==> src/rtl/rvvi_trace_arbiter.sv <==
// Merges per-source RVVI retirement records through small elastic FIFOs into one
// round-robin arbitrated, registered valid/ready stream. Optional macro: RVVI_ARB_TIMESTAMP_EN.
module rvvi_trace_arbiter #(
    parameter int NSRC  = 2,
    parameter int DEPTH = 4,
    parameter int REC_W = 128,
    parameter int SRC_W = (NSRC > 1) ? $clog2(NSRC) : 1
) (
    input  logic                    clk_i,
    input  logic                    rst_n_i,
    input  logic [NSRC-1:0]         src_valid_i,
    input  logic [NSRC*REC_W-1:0]   src_rec_i,
    output logic                    out_valid_o,
    input  logic                    out_ready_i,
    output logic [REC_W-1:0]        out_rec_o,
    output logic [SRC_W-1:0]        out_src_o,
`ifdef RVVI_ARB_TIMESTAMP_EN
    output logic [31:0]             out_stamp_o,
`endif
    output logic [NSRC-1:0]         overflow_o,
    output logic [15:0]             drop_cnt_o
);

    localparam int          PW = $clog2(DEPTH);
    localparam int unsigned NS = NSRC;

    typedef enum logic {ST_EMPTY, ST_FULL} state_t;

    state_t             state_q, state_d;
    logic [REC_W-1:0]   mem_q [NSRC][DEPTH];
    logic [PW-1:0]      wr_q  [NSRC];
    logic [PW-1:0]      rd_q  [NSRC];
    logic [PW:0]        cnt_q [NSRC];
    logic [SRC_W-1:0]   ptr_q;
    logic [REC_W-1:0]   rec_q;
    logic [SRC_W-1:0]   src_q;
    logic [NSRC-1:0]    ovf_q, ovf_d;
    logic [15:0]        drop_q, drop_d;

    logic [NSRC-1:0]    nonempty, push, pop, drop;
    logic [SRC_W-1:0]   gnt;
    logic               found, load;
    logic [16:0]        drop_sum;
    int unsigned        j;

`ifdef RVVI_ARB_TIMESTAMP_EN
    logic [31:0]        stamp_mem_q [NSRC][DEPTH];
    logic [31:0]        stamp_q;
    logic [31:0]        cyc_q;
`endif

    // Round-robin grant: first non-empty FIFO at or after the pointer, wrapping.
    always_comb begin
        nonempty = '0;
        gnt      = '0;
        found    = 1'b0;
        j        = 0;
        for (int unsigned k = 0; k < NS; k++) begin
            nonempty[k] = (cnt_q[k] != '0);
        end
        for (int unsigned i = 0; i < NS; i++) begin
            j = 32'(ptr_q) + i;
            if (j >= NS) begin
                j = j - NS;
            end
            if (!found && nonempty[j]) begin
                found = 1'b1;
                gnt   = SRC_W'(j);
            end
        end
    end

    always_comb begin
        state_d = state_q;
        load    = 1'b0;
        case (state_q)
            ST_EMPTY: begin
                if (found) begin
                    load    = 1'b1;
                    state_d = ST_FULL;
                end
            end
            ST_FULL: begin
                if (out_ready_i) begin
                    if (found) begin
                        load = 1'b1;
                    end else begin
                        state_d = ST_EMPTY;
                    end
                end
            end
            default: state_d = ST_EMPTY;
        endcase
    end

    // A full FIFO still accepts a push when it is popped in the same cycle.
    always_comb begin
        pop      = '0;
        push     = '0;
        drop     = '0;
        drop_sum = {1'b0, drop_q};
        for (int unsigned k = 0; k < NS; k++) begin
            pop[k]   = load && (gnt == SRC_W'(k));
            push[k]  = src_valid_i[k] && ((cnt_q[k] < (PW+1)'(DEPTH)) || pop[k]);
            drop[k]  = src_valid_i[k] && !push[k];
            drop_sum = drop_sum + 17'(drop[k]);
        end
        drop_d = drop_sum[16] ? 16'hFFFF : drop_sum[15:0];
        ovf_d  = ovf_q | drop;
    end

    always_ff @(posedge clk_i) begin
        if (!rst_n_i) begin
            state_q <= ST_EMPTY;
            ptr_q   <= '0;
            rec_q   <= '0;
            src_q   <= '0;
            ovf_q   <= '0;
            drop_q  <= '0;
            for (int unsigned k = 0; k < NS; k++) begin
                wr_q[k]  <= '0;
                rd_q[k]  <= '0;
                cnt_q[k] <= '0;
            end
        end else begin
            state_q <= state_d;
            ovf_q   <= ovf_d;
            drop_q  <= drop_d;
            for (int unsigned k = 0; k < NS; k++) begin
                if (push[k]) begin
                    mem_q[k][wr_q[k]] <= src_rec_i[k*REC_W +: REC_W];
                    wr_q[k]           <= wr_q[k] + 1'b1;
                end
                if (pop[k]) begin
                    rd_q[k] <= rd_q[k] + 1'b1;
                end
                cnt_q[k] <= cnt_q[k] + (PW+1)'(push[k]) - (PW+1)'(pop[k]);
            end
            if (load) begin
                rec_q <= mem_q[gnt][rd_q[gnt]];
                src_q <= gnt;
                ptr_q <= (gnt == SRC_W'(NS - 1)) ? '0 : gnt + 1'b1;
            end
        end
    end

`ifdef RVVI_ARB_TIMESTAMP_EN
    always_ff @(posedge clk_i) begin
        if (!rst_n_i) begin
            cyc_q   <= '0;
            stamp_q <= '0;
        end else begin
            cyc_q <= cyc_q + 1'b1;
            for (int unsigned k = 0; k < NS; k++) begin
                if (push[k]) begin
                    stamp_mem_q[k][wr_q[k]] <= cyc_q;
                end
            end
            if (load) begin
                stamp_q <= stamp_mem_q[gnt][rd_q[gnt]];
            end
        end
    end

    assign out_stamp_o = stamp_q;
`endif

    assign out_valid_o = (state_q == ST_FULL);
    assign out_rec_o   = rec_q;
    assign out_src_o   = src_q;
    assign overflow_o  = ovf_q;
    assign drop_cnt_o  = drop_q;

endmodule

==> config.mk <==
export PLATFORM = sky130hd
export DESIGN_NAME = rvvi_trace_arbiter
export DESIGN_NICKNAME = d
export VERILOG_FILES = /design/src/rtl/rvvi_trace_arbiter.sv
export SDC_FILE = /design/constraint.sdc
export NUM_CORES = 1
export LEC_CHECK = 0
export ABC_AREA = 1
export BUFFER_PORTS_ARGS = -buffer_cell sky130_fd_sc_hd__buf_2
export CAP_MARGIN = 15
export CORE_ASPECT_RATIO = 0.6
export CORE_MARGIN = 2
export CORE_UTILIZATION = 25
export DETAILED_ROUTE_END_ITERATION = 8
export GPL_ROUTABILITY_DRIVEN = 1
export PLACE_DENSITY = 0.44
export SETUP_SLACK_MARGIN = 0.02
export SLEW_MARGIN = 20
export SYNTH_ARGS = -nofsm -noshare
export SYNTH_HDL_FRONTEND = slang
export SYNTH_SLANG_ARGS = --single-unit
==> constraint.sdc <==
create_clock -name clk_i -period 13.5 [get_ports clk_i]
set_input_delay 0.675 -clock clk_i [delete_from_list [all_inputs] [get_ports clk_i]]
set_output_delay 0.675 -clock clk_i [all_outputs]
set_load 0.03 [all_outputs]
==> impl_metrics.json, run 1 <==
{
  "arrival_ns": 6.16,
  "port_buffers": 408,
  "finish.net_count": 5438,
  "viasPerCell": 4.355,
  "slew_headroom_pct": 17.18,
  "hpwlAfterDp_mm": 91.54,
  "clk_pin_slew_ns": 0.06,
  "cts_buffer_depth": 3,
  "drc_errors": 0,
  "crit_type": "flop to flop",
  "rows": 126,
  "min_path_type": "input port to flop",
  "dpl-instance-area_mm2": 0.05388,
  "first_global_vias": 33210,
  "rsz0062_at_grt": "false",
  "cp.required_ns": 13.85,
  "status": "finished, final reports clean",
  "hold_violations": 0,
  "cp-end-kind": "flop",
  "wl_per_cell_um": 20.48,
  "via_count": 34490,
  "numCtsBuffers": 120,
  "firstDrtPassIters": 5,
  "maxCapViolations": 0,
  "drtAntennaViolNets": 0,
  "antenna_found_initial": 96,
  "drv_slew": 0,
  "ir_drop_uv": 249.8,
  "syn-num-nets": 5165,
  "fp.dieH_um": 349.1,
  "fin_skew_ns": 0.02488,
  "ys_ff_latch": 1187,
  "drt_iter0_drc": 2702,
  "grtUsageMet3_pct": 3.050,
  "met1_usage_pct": 21.21,
  "area_growth_pct": 16.68,
  "worst_pin_slew_ns": 1.242,
  "setup_tns_ns": 0,
  "fmax_mhz": 172.3,
  "setup_viol": 0,
  "ff2ff_setup_slack_ns": 7.70,
  "fp.dieArea_mm2": 0.2022,
  "reg2reg_to": "mem_q[0][282]$_DFFE_PP_",
  "grt_overflow": 0,
  "wl_mm": 162.2,
  "layout_common_cells": "nand2_1 (2210), edfxtp_1 (1032), nand3_1 (650)",
  "clk_latency_ns": 0.75,
  "grtUsageTotal_pct": 15.83,
  "coreArea_mm2": 0.1969,
  "cts.hold.buffers_added": 0,
  "cts_setup_buffers": 0,
  "fin_crit_ns": 5.803,
  "design_area_mm2": 0.05790,
  "cts_root_buffer": "clkbuf_16",
  "die_w_um": 579.2,
  "syn_inst": 4888,
  "ys.warnings.count": 0,
  "grt_pass1_wl_mm": 236.1,
  "dp.cells": 7663,
  "critPathLaunchType": "flop",
  "fin_crit_sh_pct": 42.99,
  "synth.avg_cell_area_um2": 10.15,
  "crit_end": "mem_q[0][282]$_DFFE_PP_",
  "cts_tree": "done",
  "crit_start": "cnt_q[0][2]$_SDFF_PN0_",
  "regToRegStartpoint": "cnt_q[0][2]$_SDFF_PN0_",
  "ctsResizeCount": 0,
  "start_util_pct": 25.20,
  "yosysSeqAreaShare_pct": 68.70,
  "clock_sinks": 1187,
  "p_leak_nw": 24.50,
  "powerDensity_mw_per_mm2": 240.5,
  "fin_cells": 7920,
  "htreeDepth": 3,
  "reg2reg_depth": 11,
  "grtUsageMet2_pct": 26.16,
  "grt_max_degree": 202,
  "synth_cell_type_count": 30,
  "path_max_fanout": 112,
  "layout-drive-gt1-share_pct": 12.53,
  "grt-busiest-layer": "met2",
  "place_congestion": 0.7467,
  "synth_area_mm2": 0.04962,
  "mostFrequentLayoutCell": "nand2_1",
  "io_pins": 409
}
worst max-delay path: stages (launching register included):
cell	delay (ns)
dfxtp_1	0.42
nor2_2	0.07
nand2_2	0.13
nand2_8	0.36
nand2_8	0.73
buf_4	0.83
nand2_1	0.27
nand2_1	0.12
nand3_1	0.37
nor2_4	0.45
buf_4	0.61
buf_12	0.50
per-stage QoR:
| step | util [%] | worst slack (ns) | power, mW | hold WS (ns) |
|---|---|---|---|---|
| floorplan | - | 6.259 | 8.974 | 0.4862 |
| global placement | 27.36 | 7.592 | 10.78 | 0.4506 |
| detailed placement | 27.36 | 7.620 | 10.73 | 0.4522 |
| CTS | 29.36 | 7.608 | 14.18 | 0.06717 |
| global route | 29.38 | 7.290 | 15.01 | 0.09124 |
| finish | 29.40 | 7.697 | 13.92 | 0.1496 |
final cells by class:
class | instances | area (µm²)
Fill cell | 20520 | 139000
Sequential cell | 1187 | 34090
Multi-Input combinational cell | 3219 | 13360
Clock buffer | 165 | 3344
Tap cell | 2624 | 3283
Timing Repair Buffer | 452 | 2459
Inverter | 181 | 696.9
Clock inverter | 64 | 593.1
Antenna cell | 28 | 70.07
power breakdown:
part / internal [mW] / switching [mW] / total [mW]
clock: 1.89 / 1.51 / 3.40
sequential: 4.37 / 0.158 / 4.53
combinational: 1.53 / 4.47 / 5.99
worst min path at each step:
stage | endpoint | cells after the start | startpoint
after floorplan | ptr_q$_SDFFE_PN0P_ | 2 | ptr_q$_SDFFE_PN0P_
after global placement | overflow_o[1]$_SDFF_PN0_ | 1 | overflow_o[1]$_SDFF_PN0_
after detailed placement | overflow_o[1]$_SDFF_PN0_ | 1 | overflow_o[1]$_SDFF_PN0_
after CTS | mem_q[1][203]$_DFFE_PP_ | 1 | src_rec_i[203]
after global routing | mem_q[1][331]$_DFFE_PP_ | 1 | src_rec_i[203]
final | mem_q[1][241]$_DFFE_PP_ | 1 | src_rec_i[241]
cell families (layout without fill, tap and decap cells):
group           after synthesis  after routing  synth area share, %
other cells                   0             28                    0
buf+inv                     482            862                4.637
simple gates               3165           3165                25.70
flops                      1187           1187                68.70
xor+xnor                     14             14               0.2471
compound gates               24             24               0.2622
fa+ha+maj                    16             16               0.4488
synth_stat cells:
cell | instances | area, µm²
a21oi_1 | 12 | 60.06
nand3b_1 | 2 | 15.01
buf_6 | 19 | 214.0
nor2_1 | 286 | 1074
ha_1 | 13 | 162.7
inv_2 | 2 | 7.510
buf_4 | 23 | 172.7
buf_2 | 210 | 1051
edfxtp_1 | 1032 | 30990
fa_1 | 3 | 60.06
dfxtp_1 | 155 | 3103
nand2_1 | 2210 | 8295
clkbuf_1 | 36 | 135.1
xor2_1 | 9 | 78.83
nor2_2 | 1 | 6.260
nand3b_2 | 1 | 11.26
buf_1 | 13 | 48.80
nand2_2 | 4 | 25.02
clkinv_1 | 1 | 3.750
o21ai_1 | 2 | 10.01
o21ai_0 | 6 | 30.03
nand4_1 | 2 | 12.51
nand2_4 | 2 | 22.52
xnor2_1 | 5 | 43.79
nand3_1 | 650 | 3253
nor3_1 | 4 | 20.02
o21a_1 | 2 | 15.01
a21boi_0 | 2 | 15.01
or2_2 | 3 | 18.77
inv_1 | 178 | 668.1
sequential cells by signal, indices dropped and copies added (netlist names):
| register | count |
|---|---|
| cnt_q | 6 |
| drop_cnt_o | 16 |
| out_valid_o | 1 |
| overflow_o | 2 |
| ptr_q | 1 |
| mem_q | 1024 |
| rd_q | 4 |
| wr_q | 4 |
| out_src_o | 1 |
| out_rec_o | 128 |
layer usage:
metal  share of wire [%]  up-vias
met3                 5.7      296
met1                  44    16650
met2                  47      827
met4                 2.3       30
met5                0.11        -
li1                    -    16690
(Power assumes the default switching activity.)
==> run 2, diff against run 1 <==
--- a/config.mk
+++ b/config.mk
@@ -5,7 +5,7 @@
 export SDC_FILE = /design/constraint.sdc
 export NUM_CORES = 1
 export LEC_CHECK = 0
-export ABC_AREA = 1
+export ABC_AREA = 0
 export BUFFER_PORTS_ARGS = -buffer_cell sky130_fd_sc_hd__buf_2
 export CAP_MARGIN = 15
 export CORE_ASPECT_RATIO = 0.6
==> constraint.sdc (replaced) <==
create_clock -name clk_i -period 5.6 [get_ports clk_i]
set_input_delay 0.28 -clock clk_i [delete_from_list [all_inputs] [get_ports clk_i]]
set_output_delay 0.28 -clock clk_i [all_outputs]
set_load 0.03 [all_outputs]
==> run 2 against run 1 <==
Flip-flop and latch count did not move. Via count fell by 35%. Design area fell by 4.7%.
==> impl_metrics.json, run 2 <==
{
  "io_pins": 409,
  "layout_common_cells": "edfxtp_1 (1032), buf_2 (408), dlygate4sd3_1 (262)",
  "coreArea_mm2": 0.1749,
  "finish.net_count": 2959,
  "clock_sinks": 1187,
  "cp_num_buf_inv": 0,
  "place_congestion": 0.7339,
  "cp_cell_sequence": "nor3_4 > a21oi_1 > a21oi_1 > fa_1 > ha_1 > and2_1 > nand4_1 > a211oi_1",
  "fin_crit_sh_pct": 58.88,
  "crit_slowest_cell": "a21oi_1",
  "max_stage_delay_ns": 0.71,
  "path_max_fanout": 13,
  "yosys.area_share.adder_pct": 0.5073,
  "clk_latency_ns": 0.75,
  "grt_pass1_wl_mm": 169.7,
  "synth_area_leaders": "edfxtp_1 (71%), mux4_2 (13%), dfxtp_1 (7.1%)",
  "wl_mm": 119.3,
  "synth_area_mm2": 0.04390,
  "clk_pin_slew_ns": 0.06,
  "synthSimpleGateAreaFrac_pct": 0.8863,
  "viasPerCell": 4.349,
  "synth_area_leader_cell": "edfxtp_1",
  "cts_setup_buffers": 0,
  "setup_viol": 0,
  "cts_tree": "done",
  "p_leak_nw": 18.68,
  "fmax_mhz": 303.3,
  "wl_per_cell_um": 23.14,
  "slew_headroom_pct": 28.37,
  "hold_depth": 2,
  "setup_tns_ns": 0,
  "cp.depth": 8,
  "port_buffers": 408,
  "mostFrequentLayoutCell": "edfxtp_1",
  "ir_drop_uv": 697.2,
  "crit_type": "flop to flop",
  "maxCapViolations": 0,
  "synth_compound_area_share_pct": 3.021,
  "syn-num-nets": 2241,
  "cp_common_cell": "a21oi_1",
  "hpwlAfterDp_mm": 67.82,
  "ctsResizeCount": 0,
  "reg2reg_depth": 8,
  "yosysMostFrequentCell": "edfxtp_1",
  "dpl-instance-area_mm2": 0.04876,
  "fin_skew_ns": 0.05039,
  "grt_max_degree": 130,
  "synth_cell_type_count": 40,
  "via_count": 22420,
  "numCtsBuffers": 117,
  "cts_buffer_depth": 3,
  "cp-end-kind": "flop",
  "design_area_mm2": 0.05520,
  "cp.required_ns": 6.19,
  "die_w_um": 545.0,
  "start_util_pct": 25.10,
  "synthXorXnorAreaFrac_pct": 0.3192,
  "worst_pin_slew_ns": 1.074,
  "antenna_found_initial": 26,
  "htreeDepth": 3,
  "synth.avg_cell_area_um2": 22.35,
  "synthMuxAreaShare_pct": 16.05,
  "postLayoutCoreUtil_pct": 31.55,
  "area_growth_pct": 25.73,
  "yosysSeqAreaShare_pct": 77.65,
  "grt_overflow": 0,
  "drtAntennaViolNets": 0,
  "arrival_ns": 3.88,
  "drc_errors": 0,
  "ys.warnings.count": 0,
  "layout-drive-gt1-share_pct": 31.82,
  "synth_edf_count": 1032,
  "fp.dieArea_mm2": 0.1791,
  "fin_crit_ns": 3.297,
  "synthArstFlopShare_pct": 0,
  "rows": 119,
  "min_path_type": "input port to flop",
  "drv_slew": 0,
  "rsz0062_at_grt": "false",
  "synth_flop_cell": "edfxtp_1",
  "synthTopCellsByCount": "edfxtp_1 (1032), mux4_2 (256), dfxtp_1 (155), mux2i_1 (128), o2bb2ai_1 (128)",
  "first_global_vias": 23890,
  "powerDensity_mw_per_mm2": 462.6,
  "syn_inst": 1964,
  "status": "finished, final reports clean",
  "drt_iter0_drc": 1342,
  "cts_root_buffer": "clkbuf_16",
  "hold_violations": 0,
  "fp.dieH_um": 328.6,
  "largest_reg_flops": 1024,
  "synth_top_family_by_area": "multiplexers",
  "grtUsageTotal_pct": 13.16,
  "critPathLaunchType": "flop",
  "firstDrtPassIters": 5,
  "total_power_mw": 25.54,
  "synth.top_cell.area_share_pct": 70.58,
  "ys_ff_latch": 1187,
  "crit_family": "compound AO/OA/AOI/OAI gates"
}
## run 2: per-stage QoR
| step | instances | hold slack [ns] | setup slack, ns |
|---|---|---|---|
| 2_1_floorplan | 1964 | 0.3789 | -1.342 |
| 3_3_place_gp | 4660 | 0.4423 | 2.407 |
| 3_5_place_dp | 4660 | 0.4460 | 2.346 |
| 4_1_cts | 5140 | 0.1745 | 2.313 |
| 5_1_grt | 5150 | 0.2222 | 2.119 |
| 6_report | 5155 | 0.2802 | 2.303 |
## run 2: cell type report
| class | count | area (µm²) |
|---|---|---|
| Antenna cell | 15 | 37.54 |
| Inverter | 21 | 78.83 |
| Clock inverter | 52 | 518.0 |
| Multi-Input combinational cell | 649 | 9208 |
| Fill cell | 16800 | 119800 |
| Sequential cell | 1187 | 34090 |
| Clock buffer | 166 | 3262 |
| Tap cell | 2359 | 2952 |
| Timing Repair Buffer | 706 | 5051 |
## run 2: kinds of logic (layout without fill, tap and decap cells)
logic type | Yosys count | count (layout)
buf+inv | 128 | 945
xor+xnor | 16 | 16
fa+ha+maj | 16 | 16
mux | 384 | 384
compound gates | 162 | 162
flops | 1187 | 1187
other cells | 0 | 15
simple gates | 71 | 71
## run 2: path summary, 6_finish.rpt
path	startpoint	slack, ns	endpoint
worst min register to register	out_rec_o[48]$_SDFFE_PN0P_	0.46	out_rec_o[48]$_SDFFE_PN0P_
worst min-delay path	src_rec_i[241]	0.28	mem_q[1][113]$_DFFE_PP_
worst max-delay path	cnt_q[0][2]$_SDFF_PN0_	2.30	drop_cnt_o[13]$_SDFF_PN0_
worst max register to register	cnt_q[0][2]$_SDFF_PN0_	2.30	drop_cnt_o[13]$_SDFF_PN0_
## run 2: power breakdown
part           internal [mW]  switching, mW  leakage (nW)
combinational           2.89           4.12          6.18
clock                   4.31           3.43          1.84
sequential              10.4          0.342          10.7
total                   17.6           7.89          18.7
## run 2: routing by layer
metal	part of all wire, %	up-vias	wire, µm	global-route usage (%)
met5	0.11	-	134	0
met1	47	11990	56040	18.63
met4	2.2	20	2597	3.483
met2	45	543	54140	20.28
met3	5.3	184	6378	3.025
li1	-	9689	-	-
## run 2: what timing repair did
action | CTS | global route
setup endpoints to repair | 0 | 0
endpoints found under the hold margin | 1035 | 0
hold buffers | 262 | 0
